===== src/rtl/timer_arbiter.sv =====
// timer_arbiter: one down-counting timeout counter shared round-robin between
// NUM_REQ requesters. The winner's load value is captured at grant, counted
// down on enabled ticks, and a one-cycle done pulse is returned to it.
// Optional build macro TIMER_ARB_CANCEL_EN: when defined, the granted
// requester dropping its request while counting abandons the timeout.
`timescale 1ns/1ps

module timer_arbiter #(
  parameter int NUM_REQ = 4,
  parameter int CNT_W   = 8
) (
  input  logic                     clkIn,
  input  logic                     rstIn,
  input  logic [NUM_REQ-1:0]       reqIn,
  input  logic [NUM_REQ*CNT_W-1:0] loadValIn,
  input  logic                     tickEnIn,
  output logic [NUM_REQ-1:0]       grantOut,
  output logic                     busyOut,
  output logic [NUM_REQ-1:0]       doneOut,
  output logic [CNT_W-1:0]         cntValOut
);

  localparam int PTR_W = (NUM_REQ > 1) ? $clog2(NUM_REQ) : 1;
  localparam logic [PTR_W-1:0] LAST_IDX = PTR_W'(NUM_REQ - 1);

  typedef enum logic [1:0] {
    IDLE,
    COUNT,
    DONE
  } stateT;

  stateT              state;
  logic [PTR_W-1:0]   rrPtr;
  logic [PTR_W-1:0]   ownerIdx;
  logic [PTR_W-1:0]   winIdx;
  logic               winFound;
  logic [NUM_REQ-1:0] winOneHot;
  logic [CNT_W-1:0]   winLoad;
  logic [CNT_W-1:0]   cnt;
  logic               cancelHit;
  int                 candIdx;

  // Round-robin search: start just after the last owner and wrap, so the
  // previous owner is considered last and nobody can be starved.
  always_comb begin
    winFound = 1'b0;
    winIdx   = '0;
    candIdx  = 0;
    for (int k = 1; k <= NUM_REQ; k++) begin
      candIdx = int'(rrPtr) + k;
      if (candIdx >= NUM_REQ) begin
        candIdx = candIdx - NUM_REQ;
      end
      if (!winFound && reqIn[PTR_W'(candIdx)]) begin
        winFound = 1'b1;
        winIdx   = PTR_W'(candIdx);
      end
    end
  end

  assign winOneHot = NUM_REQ'(1) << winIdx;
  assign winLoad   = loadValIn[int'(winIdx)*CNT_W +: CNT_W];
  assign cntValOut = cnt;

`ifdef TIMER_ARB_CANCEL_EN
  assign cancelHit = (state == COUNT) && !reqIn[ownerIdx];
`else
  assign cancelHit = 1'b0;
`endif

  // Main controller: grant and load from IDLE, count enabled ticks in COUNT,
  // pulse done for exactly one cycle in DONE, then hand the pointer on.
  always_ff @(posedge clkIn or posedge rstIn) begin
    if (rstIn) begin
      state    <= IDLE;
      grantOut <= '0;
      doneOut  <= '0;
      busyOut  <= 1'b0;
      cnt      <= '0;
      rrPtr    <= LAST_IDX;
      ownerIdx <= '0;
    end else begin
      case (state)
        IDLE: begin
          if (winFound) begin
            grantOut <= winOneHot;
            cnt      <= winLoad;
            ownerIdx <= winIdx;
            busyOut  <= 1'b1;
            state    <= COUNT;
          end
        end
        COUNT: begin
          if (cancelHit) begin
            grantOut <= '0;
            busyOut  <= 1'b0;
            cnt      <= '0;
            rrPtr    <= ownerIdx;
            state    <= IDLE;
          end else if (tickEnIn) begin
            if (cnt == '0) begin
              doneOut <= grantOut;
              state   <= DONE;
            end else begin
              cnt <= cnt - CNT_W'(1);
            end
          end
        end
        DONE: begin
          grantOut <= '0;
          doneOut  <= '0;
          busyOut  <= 1'b0;
          rrPtr    <= ownerIdx;
          state    <= IDLE;
        end
        default: begin
          state <= IDLE;
        end
      endcase
    end
  end

endmodule


===== config.mk =====
export PLATFORM = sky130hd
export DESIGN_NAME = timer_arbiter
export DESIGN_NICKNAME = d
export VERILOG_FILES = /design/src/rtl/timer_arbiter.sv
export SDC_FILE = /design/constraint.sdc
export NUM_CORES = 1
export LEC_CHECK = 0
export ABC_AREA = 1
export BUFFER_PORTS_ARGS = -buffer_cell sky130_fd_sc_hd__buf_2
export CORE_UTILIZATION = 25
export CTS_CLUSTER_DIAMETER = 60
export DETAILED_ROUTE_END_ITERATION = 8
export PLACE_DENSITY = 0.5
export SYNTH_ARGS = -nofsm -noshare
export SYNTH_HDL_FRONTEND = slang
export SYNTH_SLANG_ARGS = --single-unit
export TNS_END_PERCENT = 1

===== constraint.sdc =====
create_clock -name clkIn -period 2.21 [get_ports clkIn]
set_input_delay 0.1105 -clock clkIn [delete_from_list [all_inputs] [get_ports clkIn]]
set_output_delay 0.1105 -clock clkIn [all_outputs]
set_load 0.03 [all_outputs]

==> impl_results.md, run 1 <==
- Pin count of the biggest net entering global routing: 22
- Inserted Diodes: 0
- Crit start category: flop
- Largest buffer count on any clock path: 2
- Vias per std cell: 4.50
- # nets final: approximately 370
- HP Class: in -> reg
- Initial Util: 0.263
- Complex-gate fraction of the synthesized area: 0.111
- Die Y-Extent: approximately 85 um
- Cell area after synthesis: 1700 um2
- Final hold vios: 0
- Top-level I/O count: 56
- Mapped Cells: 264
- Slowest stage cell, crit path: dfstp_2
- Crit path max-delay family: simple AND/OR/NAND/NOR gates
- Post-Synth Adder-Cell Area: 0.0147
- CTS tree: built
- First-pass GRT wire length: just under 8 mm
- Detail Route Antenna Nets: 0
- Worst path bufs/invs: 2
- Post-route setup TNS: 0 ns
- CTS H-tree depth: 1
- Filler instances: between 700 and 800
- Pwr/cell area: approximately 1200 nW/um2
- Synth-to-Final Area Change: 29.8%
- Multi-input gate area: ~1000 um2
- Run status: complete, but fails checks
- CP arrival: ~2.2 ns
- Final worst slack: 0.176 ns
- Register area share after synthesis: 0.340
- Yosys warns: 0
- Worst-Margin Slew: 0.418 ns
- Xor-xnor portion of the synthesized cell area: 0.00515
- Minimum clock period: 2.03 ns
- Leak: 1.19 nW
- Worst slew margin: 0.721
- Via count: 1818
- Max-slew violation count: 0
- Clk_lat worst skew: around 0.27 ns
- Synth Area per Inst: approximately 6.4 um2
- Num CTS Buffers: 3
- Post-synthesis register bit count: 23
- I/O Buffers: 55
- Cell variety after synth: 29
- End-of-flow core utilization: 0.342
- Root buf cell: clkbuf_8
- Multiplexer area fraction after synthesis: 0
- Die width: 84.5 um
- Initial DRT Pass Iterations: 6
- Vias in the first global route: ~1800
- Fraction of layout instances using a drive strength above 1: 0.321
- CP Class: reg -> reg
- Iter 0 DRT Violations: 133
- Synth Area in Simple Gates: 0.451
- Core area: ~6500 um2
- Die footprint: 7140 um2
- DR WL/cell: 11.8 um
- Endpoints failing setup: 0
- DRC viols: 10
- DRT Wirelength: 4.75 mm
- Failing checks: design-rule violations
- Global placer's final weighted congestion: 0.781
- Max rail drop VDD: 0.347 mV
- Dpl ws: 0.111 ns
- Clk_skew: around 0.0086 ns
- Tcrit/Tclk final: 0.920
- GRT Overall Usage: 0.137
- Worst EP required: approximately 2.4 ns
- Initial antenna violation count: 0
- RSZ-0062 raised after global routing: yes
- Storage cell area: approximately 580 um2
- F_max: 492 MHz
- Global route total overflow: 0
- Max Cap Viol: 0
- CP Capture Type: flop
- # Post-CTS Setup Buffers: 0
- Row Count: 29
- Clock sink total: 23
- Crit-path max FO: 13
- Largest family of logic cells by synthesized area: simple AND/OR/NAND/NOR gates
- Slowest cell delay on critical path: 0.62 ns
- Crit path cell chain: inv_4, nand2_2, nand2_2, nand2_1, nand2_2, nor2_4, nand2_1, or2_4, nand2_4, nand2_4, clkinv_2, a21oi_1, o21ai_1, nand2_1
- Worst-path clk slew: 0.10 ns
- Synthesized net count: between 300 and 400
- Post-DP HPWL: 3.73 mm
[metal layers]
metal / share of wire / wire, um / global-route usage
met1: 0.49 / 2320 / 0.186
met2: 0.45 / 2130 / 0.228
met3: 0.057 / 269 / 0.0216
met4: 0.0080 / 38 / 0.0339
met5: 0 / 0 / 0
[power breakdown]
part	internal, mW	switching (mW)	leakage (nW)	total (mW)
Clock	0.128	0.153	0.0217	0.281
Combinational	0.564	1.04	0.893	1.60
Sequential	0.588	0.154	0.278	0.742
[cell usage after synthesis, drive strengths merged]
cell / number / share of area
ha: 2 / 0.015
a31oi: 1 / 0.0037
o21ai: 18 / 0.053
or2: 3 / 0.012
a21oi: 14 / 0.050
inv: 23 / 0.051
nand2: 118 / 0.29
dfrtp: 21 / 0.31
nand4: 2 / 0.0074
xnor2: 1 / 0.0051
nand3: 25 / 0.074
nor3: 1 / 0.0029
dfstp: 2 / 0.031
nor2: 23 / 0.061
a21boi: 1 / 0.0044
buf: 6 / 0.023
nor4: 1 / 0.0037
clkbuf: 1 / 0.0022
clkinv: 1 / 0.0029
[layout by cell type (no fill, tap or decap), types with 3 or more instances in the layout]
master | netlist | routed
nand2_1 | 106 | 103
buf_2 | 4 | 55
nand3_1 | 25 | 25
dfrtp_1 | 21 | 21
inv_1 | 20 | 20
nor2_1 | 18 | 16
o21ai_0 | 17 | 16
nand2_2 | 8 | 11
a21oi_1 | 10 | 9
buf_4 | 1 | 8
nor2_2 | 4 | 6
a21oi_2 | 4 | 5
nand2_4 | 4 | 4
clkbuf_8 | 0 | 3
[flip-flops by register name, indices dropped and copies added (netlist names)]
register	flops
busyOut	1
ownerIdx	2
cntValOut	8
grantOut	4
rrPtr	2
doneOut	4
state	2
[through the flow]
stage | cell area, um2 | hold WS, ns | cells | total power, mW
6_report | 2210 | 0.0520 | 404 | 2.62
5_1_grt | 2210 | 0.0549 | 404 | 2.86
4_1_cts | 2160 | 0.0406 | 403 | 2.58
3_5_place_dp | 2100 | 0.131 | 398 | 2.29
3_3_place_gp | 2100 | 0.116 | 398 | 2.29
2_1_floorplan | 1700 | 0.111 | 264 | 1.87
[layout make-up]
class	count	share of cell area
multi-input cells	210	0.456
flip-flops and latches	23	0.262
repair buffers	66	0.175
well taps	77	0.0436
inverters	24	0.0425
clock buffers	3	0.0187
clock inverters	1	0.00340
[worst paths after layout]
check	endpoint	slack (ns)	start	cells past startpoint
hold reg to reg	doneOut[1]	0.49	doneOut[1]	2
max in group asynchronous	rrPtr[1]	1.29	rstIn	4
hold / removal	state[0]	0.05	tickEnIn	2
setup reg to reg	cntValOut[0]	0.18	rrPtr[0]	14
min in group asynchronous	doneOut[1]	0.36	rstIn	3
setup / recovery	cntValOut[0]	0.18	rrPtr[0]	14
[logic make-up (layout without fill, tap and decap cells)]
logic type	count (synthesis)	count (layout)
AO/OA/AOI/OAI	34	34
XOR/XNOR	1	1
adder cells (fa/ha/maj)	2	2
buffers and inverters	31	94
flip-flops	23	23
AND/OR/NAND/NOR	173	173
[what timing repair did]
action | in CTS | in global routing
hold buffers | 1 | 0
resized for setup | 0 | 10
endpoints found under the hold margin | 9 | 0
endpoints found under the setup margin | 0 | 9
Note: power is estimated with default switching activity, not from simulation.
==> run 2: changes to the inputs <==
--- a/config.mk
+++ b/config.mk
@@ -11,6 +11,7 @@
 export CTS_CLUSTER_DIAMETER = 60
 export DETAILED_ROUTE_END_ITERATION = 8
 export PLACE_DENSITY = 0.5
+export REMOVE_ABC_BUFFERS = 1
 export SYNTH_ARGS = -nofsm -noshare
 export SYNTH_HDL_FRONTEND = slang
 export SYNTH_SLANG_ARGS = --single-unit
==> run 2 against run 1 <==
  * The run still ends with design-rule violations left
  * Cell area fell by 1.0%
  * Utilization fell by 0.35 points
  * Die area stayed put
  * Critical endpoint unchanged
  * Largest power group unchanged
==> impl_results.md, run 2 (synthesis results as in run 1) <==
- Initial antenna violation count: 0 (unchanged)
- Clock sink total: 23 (unchanged)
- Largest buffer count on any clock path: 2 (unchanged)
- Worst slew margin: 0.778 (+0.0573)
- Clk_lat worst skew: 0.27 ns (about the same)
- Root buf cell: clkbuf_8
- Post-DP HPWL: 3.57 mm (-4.2%)
- Crit path cell chain: inv_4, nand2_2, nand2_2, nand2_1, nand2_2, nor2_4, nand2_1, or2_4, nand2_4, nand2_4, clkinv_8, a21oi_1, o21ai_1, nand2_1
- Worst-path clk slew: 0.08 ns (-0.02 ns)
- Pwr/cell area: 1170 nW/um2 (-1.2%)
- HP Class: in -> reg
- Filler instances: 739 (-0.94%)
- Slowest stage cell, crit path: dfstp_2
- Top-level I/O count: 56 (unchanged)
- Vias per std cell: 4.40 (-2.3%)
- Row Count: 29 (unchanged)
- Crit-path max FO: 13 (unchanged)
- Max Cap Viol: 0 (unchanged)
- Global route total overflow: 0 (unchanged)
- Endpoints failing setup: 0 (unchanged)
- Tcrit/Tclk final: 0.910 (-0.0103)
- Number of cells after detailed placement: 397 (-0.25%)
- Max reg flops: 8 (unchanged)
- Die footprint: 7140 um2 (unchanged)
- DRT Wirelength: 4.50 mm (-5.3%)
- Commonest non-fill, non-tap cells in the layout: nand2_1, buf_2, nand3_1
- Via count: 1767 (-2.8%)
- Multi-input gate area: 1010 um2 (+0.25%)
- Worst EP required: 2.37 ns (about the same)
- Run status: complete, but fails checks
- # Post-CTS Setup Buffers: 0 (unchanged)
- Fraction of layout instances using a drive strength above 1: 0.311 (-0.0103)
- I/O Buffers: 55 (unchanged)
- Leak: 1.18 nW (-0.79%)
- Max rail drop VDD: 0.417 mV (+20%)
- Inserted Diodes: 0 (unchanged)
- CP arrival: 2.17 ns (-0.02 ns)
- Global placer's final weighted congestion: 0.812 (+4.0%)
- CTS H-tree depth: 1 (unchanged)
- CP Class: reg -> reg
- Post-route setup TNS: 0 ns (unchanged)
- F_max: 497 MHz (+1.1%)
- GRT Overall Usage: 0.134 (-0.00249)
- Core area: 6460 um2 (unchanged)
- Die width: 84.5 um (unchanged)
- CP Capture Type: flop
- Vias in the first global route: 1658 (-5.8%)
- Crit start category: flop
- Failing checks: design-rule violations
- Iter 0 DRT Violations: 79 (-41%)
- CTS tree: built
- Die Y-Extent: 84.5 um (unchanged)
- Synth-to-Final Area Change: 28.5%
- Pin count of the biggest net entering global routing: 24 (+9.1%)
- Clk_skew: 0.000857 ns (-0.00771 ns)
- R2r setup slk: 0.20 ns (+0.02 ns)
- # nets final: 367 (-0.54%)
- Minimum clock period: 2.01 ns (-0.0227 ns)
- DRC viols: 8 (-2)
- Max-slew violation count: 0 (unchanged)
- Slowest cell delay on critical path: 0.61 ns (about the same)
- Final hold vios: 0 (unchanged)
- First-pass GRT wire length: 7.73 mm (-2.0%)
- DR WL/cell: 11.2 um (-4.8%)
- Cell Count, Final, Fillers Out: 402 (-0.50%)
- RSZ-0062 raised after global routing: no
- Initial DRT Pass Iterations: 6 (unchanged)
- Worst-Margin Slew: 0.330 ns (-0.0885 ns)
- Commonest non-fill, non-tap cell in the layout: nand2_1
- Num CTS Buffers: 3 (unchanged)
- Storage cell area: 578 um2 (unchanged)
- Initial Util: 0.263 (unchanged)
- Detail Route Antenna Nets: 0 (unchanged)
-- run 2: worst paths after layout --
path,start,endpoint,cells after the start
worst max-delay path,rrPtr[0],cntValOut[0],14
worst min-delay path,tickEnIn,state[0],2
worst max register to register,rrPtr[0],cntValOut[0],14
worst min register to register,busyOut,busyOut,2
max in group asynchronous,rstIn,rrPtr[0],4
min in group asynchronous,rstIn,doneOut[0],4
-- run 2: metal layers --
layer / GRT usage / routed length (um)
met5: 0 / 0
met1: 0.180 / 2150
met3: 0.0167 / 232
met4: 0.0416 / 48
met2: 0.225 / 2070
-- run 2: final cells by class --
class,instances,area share
clock inverters,1,0.00229
multi-input cells,210,0.461
inverters,24,0.0492
clock buffers,3,0.0189
well taps,77,0.0441
repair buffers,64,0.160
flip-flops and latches,23,0.264
-- run 2: stage by stage --
step / util / area (um2) / hold slack [ns] / total power [mW] / worst slack [ns]
floorplan: - / 1660 / 0.111 / 1.82 / 0.0210
global placement: 0.324 / 2090 / 0.176 / 2.28 / 0.112
detailed placement: 0.324 / 2090 / 0.176 / 2.28 / 0.0969
CTS: 0.332 / 2150 / 0.0432 / 2.56 / 0.0776
global route: 0.338 / 2190 / 0.0715 / 2.80 / 0.0163
finish: 0.338 / 2190 / 0.0464 / 2.56 / 0.198
-- run 2: what timing repair did --
| action | CTS | global route |
|---|---|---|
| hold buffers | 1 | 0 |
| gates resized for setup | 0 | 13 |
| setup endpoints to repair | 0 | 10 |
| endpoints found under the hold margin | 21 | 0 |
-- run 2: power by group --
group / internal, mW / switching, mW
logic: 0.540 / 1.02
registers: 0.588 / 0.148
clock network: 0.126 / 0.142
-- run 2: critical path: cells and delay by family (launching register included) --
family	cells	cell delay, ns
and+or+nand+nor	10	0.99
DFF	1	0.61
buffers and inverters	2	0.18
AOI/OAI and AO/OA	2	0.11
==> run 3: changes to the inputs <==
--- a/config.mk
+++ b/config.mk
@@ -7,6 +7,7 @@
 export LEC_CHECK = 0
 export ABC_AREA = 1
 export BUFFER_PORTS_ARGS = -buffer_cell sky130_fd_sc_hd__buf_2
+export CORE_ASPECT_RATIO = 0.8
 export CORE_UTILIZATION = 25
 export CTS_CLUSTER_DIAMETER = 60
 export DETAILED_ROUTE_END_ITERATION = 8
==> run 3 against run 2 <==
  * The flow now finishes without violations
  * Maximum frequency shrank 1.8%
  * Setup slack lost 0.036 ns
  * Via count grew 2.7%
  * Clock power grew 4%
  * Largest cell class unchanged
  * Sequential cell count is the same
==> impl_results.md, run 3 (synthesis results as in run 1) <==
- Root buf cell: clkbuf_8
- Crit path max-delay family: simple AND/OR/NAND/NOR gates
- Final hold vios: 0 (unchanged)
- GRT busiest layer: met2
- Commonest non-fill, non-tap cells in the layout: nand2_1, buf_2, nand3_1
- Crit-path max FO: 13 (unchanged)
- M2 GR Usage: 0.218 (-0.00723)
- Run status: finished, final reports clean
- First-pass GRT wire length: 7.89 mm (+2.0%)
- Synth-to-Final Area Change: 29.6%
- Max Cap Viol: 0 (unchanged)
- Die Y-Extent: 75.8 um (-10%)
- Fraction of layout instances using a drive strength above 1: 0.321 (+0.0103)
- Initial antenna violation count: 0 (unchanged)
- End-of-flow core utilization: 0.341 (+0.00231)
- Global route total overflow: 0 (unchanged)
- Slowest stage cell, crit path: dfstp_2
- CP Class: reg -> reg
- Final worst slack: 0.162 ns (-0.0365 ns)
- Die width: 94.2 um (+12%)
- Max rail drop VDD: 0.304 mV (-27%)
- Initial DRT Pass Iterations: 4 (-2)
- CP arrival: 2.22 ns (+0.05 ns)
- Placed Instance Area: 2110 um2 (+0.78%)
- RSZ-0062 raised after global routing: yes
- Clk_skew: 0.00581 ns (+0.00496 ns)
- Largest buffer count on any clock path: 2 (unchanged)
- Worst slew margin: 0.423 (-0.355)
- I/O Buffers: 55 (unchanged)
- Via count: 1814 (+2.7%)
- Met1 Use GR: 0.213 (+0.0326)
- Worst path bufs/invs: 3 (+1)
- Iter 0 DRT Violations: 59 (-25%)
- Hold_buf cts: 0 (-1)
- Top-level I/O count: 56 (unchanged)
- Die footprint: 7140 um2 (about the same)
- Worst-path clk slew: 0.09 ns (about the same)
- Met3 Usage GRT: 0.0210 (+0.00424)
- Tcrit/Tclk final: 0.927 (+0.0165)
- Row Count: 26 (-10%)
- DRC viols: 0 (-8)
- Crit path cell chain: inv_4, nand2_1, nand2_2, nand2_1, nand2_1, inv_1, nand2_1, or2_4, nand2_4, nand2_4, inv_6, a31oi_2, nand2_1, nand2_1
- CTS H-tree depth: 1 (unchanged)
- Post-DP HPWL: 3.81 mm (+6.7%)
- Num CTS Buffers: 3 (unchanged)
- Worst EP required: 2.38 ns (about the same)
- Top cell by count, worst path: nand2_1
- CTS tree: built
- Vias per std cell: 4.41 (+0.41%)
- Number of cells after detailed placement: 405 (+2.0%)
- Power Internal: 1.27 mW (+0.92%)
- Pin count of the biggest net entering global routing: 23 (-4.2%)
- Hold_ws: 0.00491 ns (-0.0415 ns)
- Commonest non-fill, non-tap cell in the layout: nand2_1
- Vias in the first global route: 1671 (+0.78%)
- Global placer's final weighted congestion: 0.794 (-2.3%)
- Pwr/cell area: 1180 nW/um2 (+0.86%)
- Cell area after layout: 2210 um2 (+0.92%)
- Sw Pwr: 1.34 mW (+2.6%)
- Dpl ws: 0.134 ns (+0.0374 ns)
- Inserted Diodes: 0 (unchanged)
- GRT Overall Usage: 0.143 (+0.00877)
- Detail Route Antenna Nets: 0 (unchanged)
- HP Class: in -> async
- Initial Util: 0.263 (-0.000611)
- Max-slew violation count: 0 (unchanged)
- Cell Count, Final, Fillers Out: 411 (+2.2%)
- # nets final: 369 (+0.54%)
- Clock network power share: 0.107 (+0.002)
- F_max: 488 MHz (-1.8%)
- Crit start category: flop
- Clk_lat worst skew: 0.27 ns (about the same)
- Slowest cell delay on critical path: 0.62 ns (about the same)
- DR WL/cell: 11.9 um (+6.1%)
- Max reg flops: 8 (unchanged)
- Sequential Power Share: 0.283 (-0.004)
- Worst-Margin Slew: 0.864 ns (+0.534 ns)
- CP Capture Type: flop
- Leak: 1.19 nW (+0.43%)
- Core area: 6470 um2 (+0.23%)
- Combinational power share: 0.610 (+0.002)
- DRT Wirelength: 4.88 mm (+8.4%)
- Endpoints failing setup: 0 (unchanged)
- Sw Share: 0.515 (+0.00413)
- Clock sink total: 23 (unchanged)
- Minimum clock period: 2.05 ns (+0.0365 ns)
## run 3: cell types whose count changed in the layout (fill, tap and decap cells not counted), sizes merged
| cell | change |
|---|---|
| buf | +3 |
| clkinv | -2 |
| clkinvlp | +1 |
| dlygate4sd3 | -1 |
| inv | +1 |
## run 3: area by class of cell
class / instances / area (um2)
fill: 725 / 4270
multi-input combinational: 210 / 1010
clock buffer: 3 / 41.3
inverter: 24 / 100
tap: 84 / 105
timing repair buffer: 66 / 362
clock inverter: 1 / 7.51
sequential: 23 / 578
## run 3: per-stage QoR
step           total power [mW]  setup TNS (ns)
3_5_place_dp               2.30               0
5_1_grt                    2.85         -0.0351
2_1_floorplan              1.82               0
4_1_cts                    2.58               0
6_report                   2.61               0
3_3_place_gp               2.30               0
## run 3: worst paths after layout
| check | cells past startpoint | endpoint | slack (ns) | from |
|---|---|---|---|---|
| max in group asynchronous | 3 | rrPtr[1] | 1.55 | rstIn |
| min in group clkIn | 2 | state[0] | 0.06 | tickEnIn |
| worst max register to register | 14 | cntValOut[5] | 0.16 | rrPtr[0] |
| worst min register to register | 2 | doneOut[1] | 0.49 | doneOut[1] |
| worst min-delay path | 2 | doneOut[1] | 0.005 | rstIn |
| worst max-delay path | 14 | cntValOut[5] | 0.16 | rrPtr[0] |
## run 3: power groups by stage
stage / registers [mW] / logic [mW] / clock network, mW
6_report: 0.739 / 1.59 / 0.279
5_1_grt: 0.764 / 1.79 / 0.302
4_1_cts: 0.741 / 1.56 / 0.287
3_5_place_dp: 0.750 / 1.55 / 0
3_3_place_gp: 0.749 / 1.55 / 0
2_1_floorplan: 0.987 / 0.832 / 0
## run 3: metal layers
layer | share of wire | up-vias
li1 | - | 964
met1 | 0.52 | 795
met2 | 0.41 | 49
met3 | 0.053 | 6
met4 | 0.011 | 0
met5 | 0 | -
## run 3: timing repair
action                                 in CTS  in global routing
setup buffers                               0                  2
gates resized for setup                     0                 11
setup endpoints to repair                   0                 10
endpoints found under the hold margin       0                  0
